[src/rtl/palette_color_encoder.sv]
// Nearest-palette-colour encoder: scans the 16-entry sprite palette one entry
// per cycle and reports the lowest-index entry at minimum Manhattan distance.
module palette_color_encoder #(
    parameter logic [11:0] KEY_COLOR         = 12'hE3F,
    parameter logic [3:0]  TRANSPARENT_INDEX = 4'd0
) (
    input  logic        Clk,
    input  logic        Reset,
    input  logic        in_valid,
    output logic        in_ready,
    input  logic [11:0] in_rgb,
    output logic        out_valid,
    input  logic        out_ready,
    output logic [3:0]  out_index,
    output logic [5:0]  out_dist,
    output logic        out_transparent
);

    typedef enum logic [1:0] {IDLE, SEARCH, DONE} state_t;

    state_t      state_q;
    logic [3:0]  cnt_q;
    logic [11:0] rgb_q;
    logic [5:0]  best_dist_q, best_dist_d;
    logic [3:0]  best_idx_q, best_idx_d;
    logic        out_valid_q;
    logic [3:0]  out_index_q;
    logic [5:0]  out_dist_q;
    logic        out_transparent_q;
    logic [11:0] entry_rgb;
    logic [5:0]  entry_dist;

    function automatic logic [11:0] palette_rgb(input logic [3:0] idx);
        logic [11:0] c;
        case (idx)
            4'd1:    c = 12'h222;
            4'd2:    c = 12'h7A7;
            4'd5:    c = 12'h000;
            4'd6:    c = 12'h464;
            4'd7:    c = 12'h110;
            4'd9:    c = 12'h343;
            4'd10:   c = 12'h686;
            4'd13:   c = 12'h575;
            4'd14:   c = 12'h111;
            default: c = KEY_COLOR;
        endcase
        return c;
    endfunction

    function automatic logic [3:0] abs_diff(input logic [3:0] a, input logic [3:0] b);
        logic signed [4:0] diff;
        logic signed [4:0] neg;
        diff = $signed({1'b0, a}) - $signed({1'b0, b});
        neg  = -diff;
        return diff[4] ? neg[3:0] : diff[3:0];
    endfunction

    function automatic logic [5:0] color_dist(input logic [11:0] a, input logic [11:0] b);
        return {2'b00, abs_diff(a[11:8], b[11:8])}
             + {2'b00, abs_diff(a[7:4],  b[7:4])}
             + {2'b00, abs_diff(a[3:0],  b[3:0])};
    endfunction

    // Key-coloured entries still take their cycle so latency never varies.
    always_comb begin
        entry_rgb   = palette_rgb(cnt_q);
        entry_dist  = color_dist(rgb_q, entry_rgb);
        best_dist_d = best_dist_q;
        best_idx_d  = best_idx_q;
        if ((entry_rgb != KEY_COLOR) && (entry_dist < best_dist_q)) begin
            best_dist_d = entry_dist;
            best_idx_d  = cnt_q;
        end
    end

    always_ff @(posedge Clk) begin
        if (Reset) begin
            state_q           <= IDLE;
            cnt_q             <= 4'd0;
            rgb_q             <= 12'd0;
            best_dist_q       <= 6'd0;
            best_idx_q        <= 4'd0;
            out_valid_q       <= 1'b0;
            out_index_q       <= 4'd0;
            out_dist_q        <= 6'd0;
            out_transparent_q <= 1'b0;
        end else begin
            case (state_q)
                IDLE: begin
                    if (in_valid) begin
                        rgb_q       <= in_rgb;
                        cnt_q       <= 4'd0;
                        best_dist_q <= 6'h3F;
                        best_idx_q  <= 4'd0;
                        state_q     <= SEARCH;
                    end
                end
                SEARCH: begin
                    best_dist_q <= best_dist_d;
                    best_idx_q  <= best_idx_d;
                    cnt_q       <= cnt_q + 4'd1;
                    if (cnt_q == 4'd15) begin
                        state_q     <= DONE;
                        out_valid_q <= 1'b1;
                        if (rgb_q == KEY_COLOR) begin
                            out_index_q       <= TRANSPARENT_INDEX;
                            out_dist_q        <= 6'd0;
                            out_transparent_q <= 1'b1;
                        end else begin
                            out_index_q       <= best_idx_d;
                            out_dist_q        <= best_dist_d;
                            out_transparent_q <= 1'b0;
                        end
                    end
                end
                DONE: begin
                    if (out_ready) begin
                        out_valid_q <= 1'b0;
                        state_q     <= IDLE;
                    end
                end
                default: state_q <= IDLE;
            endcase
        end
    end

    assign in_ready        = (state_q == IDLE) && !Reset;
    assign out_valid       = out_valid_q;
    assign out_index       = out_index_q;
    assign out_dist        = out_dist_q;
    assign out_transparent = out_transparent_q;

endmodule

[config.mk]
export PLATFORM = sky130hd
export DESIGN_NAME = palette_color_encoder
export DESIGN_NICKNAME = d
export VERILOG_FILES = /design/src/rtl/palette_color_encoder.sv
export SDC_FILE = /design/constraint.sdc
export NUM_CORES = 1
export LEC_CHECK = 0
export CAP_MARGIN = 25
export CORE_MARGIN = 1.5
export CORE_UTILIZATION = 60
export CTS_BUF_LIST = sky130_fd_sc_hd__clkbuf_8
export DETAILED_ROUTE_END_ITERATION = 10
export PLACE_DENSITY = 0.83
export SYNTH_ARGS = -nofsm -noshare
export SYNTH_HDL_FRONTEND = slang
export SYNTH_SLANG_ARGS = --single-unit
[constraint.sdc]
create_clock -name Clk -period 5.65 [get_ports Clk]
set_input_delay 0.8475 -clock Clk [delete_from_list [all_inputs] [get_ports Clk]]
set_output_delay 0.8475 -clock Clk [all_outputs]
set_load 0.1 [all_outputs]
==> results of run 1 <==
cell usage after synthesis, types with 5 or more instances:
library cell	number	area, um^2
a311oi_1	5	43.8
xnor2_1	7	61.3
o211ai_1	10	75.1
nand3_1	7	35.0
ha_1	30	375
a21o_1	12	90.1
nand2_1	57	214
dfxtp_1	49	981
clkbuf_1	14	52.6
fa_1	8	160
xor2_1	7	61.3
a21oi_1	29	145
inv_1	30	113
nor4_1	8	50.1
nor2_1	14	52.6
nand4_1	14	87.6
o21ai_0	7	35.0
registers in the layout, indices dropped and copies added (netlist names):
register	flops
out_dist	6
out_index	4
rgb_q	12
cnt_q	4
best_idx_q	4
entry_rgb	9
out_valid	1
best_dist_q	6
out_transparent	1
state_q	2
kinds of logic after synthesis:
| family | count (synthesis) |
|---|---|
| simple gates | 121 |
| compound gates | 84 |
| buf+inv | 50 |
| flops | 49 |
| fa+ha+maj | 38 |
| xor+xnor | 14 |
| mux | 5 |
cell type report:
| class | count | area, um^2 |
|---|---|---|
| Inverter | 30 | 113 |
| Timing Repair Buffer | 31 | 303 |
| Fill cell | 404 | 1350 |
| Clock buffer | 7 | 96.3 |
| Sequential cell | 49 | 981 |
| Multi-Input combinational cell | 262 | 1890 |
| Tap cell | 67 | 83.8 |
| Clock inverter | 1 | 8.76 |
how the worst max path moves through the flow:
stage	startpoint	to	cells after the start
after floorplan	rgb_q[8]$_SDFFE_PP0P_	out_dist[0]$_SDFFE_PP0P_	19
after global placement	rgb_q[4]$_SDFFE_PP0P_	out_dist[5]$_SDFFE_PP0P_	18
after detailed placement	rgb_q[4]$_SDFFE_PP0P_	out_index[0]$_SDFFE_PP0P_	18
after CTS	rgb_q[8]$_SDFFE_PP0P_	out_index[0]$_SDFFE_PP0P_	18
after global routing	rgb_q[4]$_SDFFE_PP0P_	out_index[0]$_SDFFE_PP0P_	18
final	rgb_q[8]$_SDFFE_PP0P_	out_index[0]$_SDFFE_PP0P_	18
worst min-delay path, cell delays in order, from the launching register on:
cell and delay, ns:
dfxtp_1 0.33, nand2_1 0.05, o211ai_1 0.06
where the power goes:
group          leakage, nW  internal [W]  switching (W)
Combinational        0.988      0.000311       0.000611
Clock               0.0549      0.000113       0.000119
Sequential           0.400      0.000377      0.0000219
Total                 1.44      0.000801       0.000752
metal layers:
metal  GRT usage  wire length [um]  up-vias
met5           0                 0        -
met2       0.421              3140       69
met1       0.329              3050     1231
met4      0.0768                99        0
met3      0.0482               279       13
li1            -                 -     1315
stage by stage:
stage                     hold slack [ns]  cells  total power (W)  utilization  cell area (um^2)
after CTS                           0.481    447          0.00154        0.721              3470
after detailed placement            0.459    439          0.00131        0.699              3370
after global placement              0.453    439          0.00127        0.699              3370
after floorplan                     0.445    361          0.00112            -              3080
final                               0.474    447          0.00155        0.721              3470
after global routing                0.498    447          0.00169        0.721              3470
==> run summary, run 1 <==
Status - complete, no violations
Syn Inst Count - 361
Pre-CTS setup slack - 0.583 ns
Crit-path max FO - 11
Slowest-stage cell, CP - nor2_1
Yosys cell types - 49
Ant diodes - 0
Root buffer cell - clkbuf_8
Max Cap Viol - 0
CP arrival - 5.30 ns
Crit path cell chain - inv_1 -> ha_1 -> inv_1 -> fa_1 -> inv_1 -> ha_1 -> mux2_2 -> fa_1 -> ha_1 -> fa_1 -> a21o_1 -> nand2_1 -> inv_1 -> ha_1 -> a21oi_1 -> o221ai_1 -> nor2_1 -> o211ai_1
Pin count of the biggest net entering global routing - 41
Post-CTS setup buffers - 0
Core Rows - 25
Leakage - 1.44 nW
Commonest non-fill, non-tap cells in the layout - 57 x nand2_1, 49 x dfxtp_1, 30 x inv_1, 30 x ha_1, 29 x a21oi_1
Core Region - 4820 um^2
Synthesized flop and latch total - 49
Post-CTS sizing - 0
Final worst setup slack - 0.516 ns
Nets - 433
Port bufs - 28
RR Startpoint - rgb_q[8]$_SDFFE_PP0P_
Mapped Area - 3080 um^2
Hold crit path type - reg -> reg
Clock Latency Late Sink - 0.31 ns
Delay-heaviest family, CP - adder cells
Main combinational cell family by area after synthesis - simple AND/OR/NAND/NOR gates
Die width - 74.6 um
RePlAce Congestion - 0.859
Final ANT Viol Nets - 0
Post-Route WL - 6560 um
Synthesis-to-layout area growth - 12.8%
Yosys warns - 0
Part of the cycle the worst path needs - 0.909
Reg2Reg Setup Slack - 0.52 ns
Hold_buf cts - 0
Async SR Flop Fraction - 0
Simple-gate share of the synthesized area - 0.196
GRT Total Usage - 0.251
Setup TNS Final - 0 ns
Post-synth EDFFs - 0
Sink Count - 49
Final Max Tran Viols - 0
Wire per inst - 14.7 um
Syn_area_per_cell - 8.53 um^2
Setup Skew - 0.00970 ns
Max-Slew Margin vs Limit - 0.355
Vias - 2628
Die ar. - 5570 um^2
Maximum clock insertion buffer count - 2
Tmin final - 5.13 ns
First-pass GRT wire length - 10800 um
DP Wirelength - 4940 um
CP Class - reg -> reg
CP Buf/Inv Count - 4
Pwr Density - 447 nW/um^2
Setup Viol. Count Final - 0
Reg2reg end - out_index[0]$_SDFFE_PP0P_
CTS Buf Count - 5
Ports - 29
Final Hold Fails - 0
Post-synth top flop - dfxtp_1
Worst hold start - out_dist[3]$_SDFFE_PP0P_
Worst slew pin tran - 0.964 ns
CP required - 5.82 ns
Initial Util - 0.639
Grt ovf - 0
Initial antenna violation count - 0
DR pass1 iterations - 4
Reg2reg path depth - 18
Vias in the first global route - 2444
Max H-tree Level - 2
Slowest stage delay, CP - 0.68 ns
Via density - 5.88
Chip Height - 74.6 um
Clock transition at path regs - 0.09 ns
Max Clk Rate - 0.195 GHz
CP endpoint kind - flip-flop
Hold Path Sink - out_dist[3]$_SDFFE_PP0P_
Hold Path Depth - 2
Worst IR Drop VDD - 0.323 mV
Sequential fraction of the synthesis area - 0.319
Most common cell after layout, fill and taps aside - nand2_1
Share of synthesized area spent on multiplexers - 0.0191
Iteration-0 DRC Markers - 163
Post-Synth XOR/XNOR Area - 0.0398
CTS tree - yes
DRC - 0
Synth Area in Compound Gates - 0.184
Layout cell share with drive strength beyond 1 - 0.0579
CP Launch Type - flip-flop
Synth Net Count - 415
RSZ-0062 raised after global routing - false
Post-Synth Adder-Cell Area - 0.174
Power figures use the tool's default switching activity.
==> inputs of run 2 (changes only) <==
TNS_END_PERCENT = 50   (was not set)
==> results of run 2 <==
Same layout as run 1: the final DEF is identical, and so are final timing and power.
==> inputs of run 3 (changes only) <==
--- a/config.mk
+++ b/config.mk
@@ -9,6 +9,6 @@
 export CORE_MARGIN = 1.5
-export CORE_UTILIZATION = 60
+export CORE_UTILIZATION = 28
 export CTS_BUF_LIST = sky130_fd_sc_hd__clkbuf_8
 export DETAILED_ROUTE_END_ITERATION = 10
-export PLACE_DENSITY = 0.83
+export SETUP_SLACK_MARGIN = 0.3
 export SYNTH_ARGS = -nofsm -noshare
--- a/constraint.sdc
+++ b/constraint.sdc
@@ -3,2 +3,2 @@
 set_output_delay 0.8475 -clock Clk [all_outputs]
-set_load 0.1 [all_outputs]
+set_load 0.05 [all_outputs]
==> run summary, run 3 (same netlist as run 1, synthesis figures left out) <==
Pwr Density - 443 nW/um^2
Grt ovf - 0
Status - complete, no violations
Post-CTS setup buffers - 0
Final Util - 0.331
Worst slew pin tran - 1.02 ns
Max FFs per register - 12
Setup Viol. Count Final - 0
Wire per inst - 13.3 um
Combinational share of power - 0.583
Root buffer cell - clkbuf_8
Initial antenna violation count - 0
Commonest non-fill, non-tap cells in the layout - 57 x nand2_1, 49 x dfxtp_1, 30 x inv_1, 30 x ha_1, 29 x a21oi_1
Tmin final - 4.90 ns
Final ANT Viol Nets - 0
Nets - 432
Worst hold start - rgb_q[8]$_SDFFE_PP0P_
Via density - 4.99
Die ar. - 11600 um^2
Clock share of power - 0.165
Hold Path Depth - 2
Total power - 0.00158 W
Hold Path Sink - rgb_q[8]$_SDFFE_PP0P_
Largest reg by FF count - rgb_q
Hold crit path type - reg -> reg
Post-Layout Cell Count - 519
Ports - 29
DP Wirelength - 5200 um
Max Clk Rate - 0.204 GHz
Hold_buf cts - 0
Max H-tree Level - 2
Reg2reg end - out_dist[0]$_SDFFE_PP0P_
Leakage - 1.44 nW
Port bufs - 28
CP Launch Type - flip-flop
Setup Skew - 0.0116 ns
Placed cell count - 511
Max Cap Viol - 0
Sink Count - 49
CTS Buf Count - 5
Ant diodes - 0
GRT Total Usage - 0.125
Reg2Reg Setup Slack - 0.75 ns
Net Sw Power - 0.000757 W
Part of the cycle the worst path needs - 0.868
Pin count of the biggest net entering global routing - 42
CP Class - reg -> reg
Vias - 2591
Core Rows - 38
Crit-path max FO - 11
Maximum clock insertion buffer count - 2
Post-CTS sizing - 0
Most common cell after layout, fill and taps aside - nand2_1
Clock Latency Late Sink - 0.31 ns
DR pass1 iterations - 5
Worst IR Drop VDD - 0.284 mV
Final Hold Fails - 0
RSZ-0062 raised after global routing - false
Sw frac - 0.478
CP endpoint kind - flip-flop
Chip Height - 108 um
CP arrival - 5.09 ns
Core Region - 10800 um^2
Synthesis-to-layout area growth - 16.0%
Clock transition at path regs - 0.10 ns
RR Startpoint - rgb_q[4]$_SDFFE_PP0P_
Final Max Tran Viols - 0
Max-Slew Margin vs Limit - 0.320
Reg2reg path depth - 18
DRC - 0
CP required - 5.83 ns
Vias in the first global route - 2594
Seq pwr share - 0.252
CTS tree - yes
Post-Route WL - 6880 um
Initial Util - 0.285
Layout cell share with drive strength beyond 1 - 0.0607
RePlAce Congestion - 0.857
Iteration-0 DRC Markers - 112
Pint - 0.000826 W
Die width - 108 um
Setup TNS Final - 0 ns
First-pass GRT wire length - 11700 um
-- run 3: cell type report --
| cell class | instances | area [um^2] |
|---|---|---|
| fillers | 1124 | 7220 |
| multi-input cells | 262 | 1890 |
| flip-flops and latches | 49 | 981 |
| repair buffers | 30 | 295 |
| well taps | 140 | 175 |
| inverters | 30 | 113 |
| clock buffers | 5 | 68.8 |
| clock inverters | 3 | 43.8 |
-- run 3: stage by stage --
| step | worst slack, ns | hold slack (ns) | instance area, um^2 |
|---|---|---|---|
| 6_report | 0.746 | 0.473 | 3570 |
| 5_1_grt | 0.392 | 0.491 | 3570 |
| 4_1_cts | 0.587 | 0.475 | 3570 |
| 3_5_place_dp | 0.593 | 0.460 | 3460 |
| 3_3_place_gp | 0.766 | 0.458 | 3460 |
| 2_1_floorplan | 1.26 | 0.445 | 3080 |
-- run 3: worst max-delay path by stage --
stage | depth (start not counted) | slack [ns] | startpoint | endpoint
final | 18 | 0.75 | rgb_q[4]$_SDFFE_PP0P_ | out_dist[0]$_SDFFE_PP0P_
after global routing | 18 | 0.39 | rgb_q[4]$_SDFFE_PP0P_ | out_dist[1]$_SDFFE_PP0P_
after CTS | 18 | 0.59 | rgb_q[8]$_SDFFE_PP0P_ | out_dist[0]$_SDFFE_PP0P_
after detailed placement | 18 | 0.59 | rgb_q[4]$_SDFFE_PP0P_ | out_dist[0]$_SDFFE_PP0P_
after global placement | 18 | 0.77 | rgb_q[8]$_SDFFE_PP0P_ | out_index[0]$_SDFFE_PP0P_
after floorplan | 19 | 1.26 | rgb_q[8]$_SDFFE_PP0P_ | out_dist[0]$_SDFFE_PP0P_
-- run 3: power groups by stage --
stage	logic [W]	clock network [W]	registers, W
2_1_floorplan	0.000719	0	0.000399
3_3_place_gp	0.000872	0	0.000406
3_5_place_dp	0.000900	0	0.000407
4_1_cts	0.000902	0.000269	0.000399
5_1_grt	0.00105	0.000283	0.000403
6_report	0.000923	0.000261	0.000398
-- run 3: worst max-delay path, cell delays in order, from the launching register on --
cell	delay (ns)
dfxtp_1	0.36
inv_1	0.07
ha_1	0.19
inv_1	0.09
fa_1	0.43
inv_1	0.09
ha_1	0.23
mux2_2	0.29
fa_1	0.46
ha_1	0.24
fa_1	0.40
a21o_1	0.19
nand2_1	0.06
inv_1	0.07
ha_1	0.32
a21oi_1	0.21
o221ai_1	0.44
nor2_2	0.51
o211ai_1	0.16
-- run 3: metal layers --
layer	part of all wire	up-vias	global-route usage
met5	0	-	0
met4	0.023	0	0.0498
met3	0.036	12	0.0212
met2	0.48	56	0.221
met1	0.46	1215	0.151
li1	-	1308	-
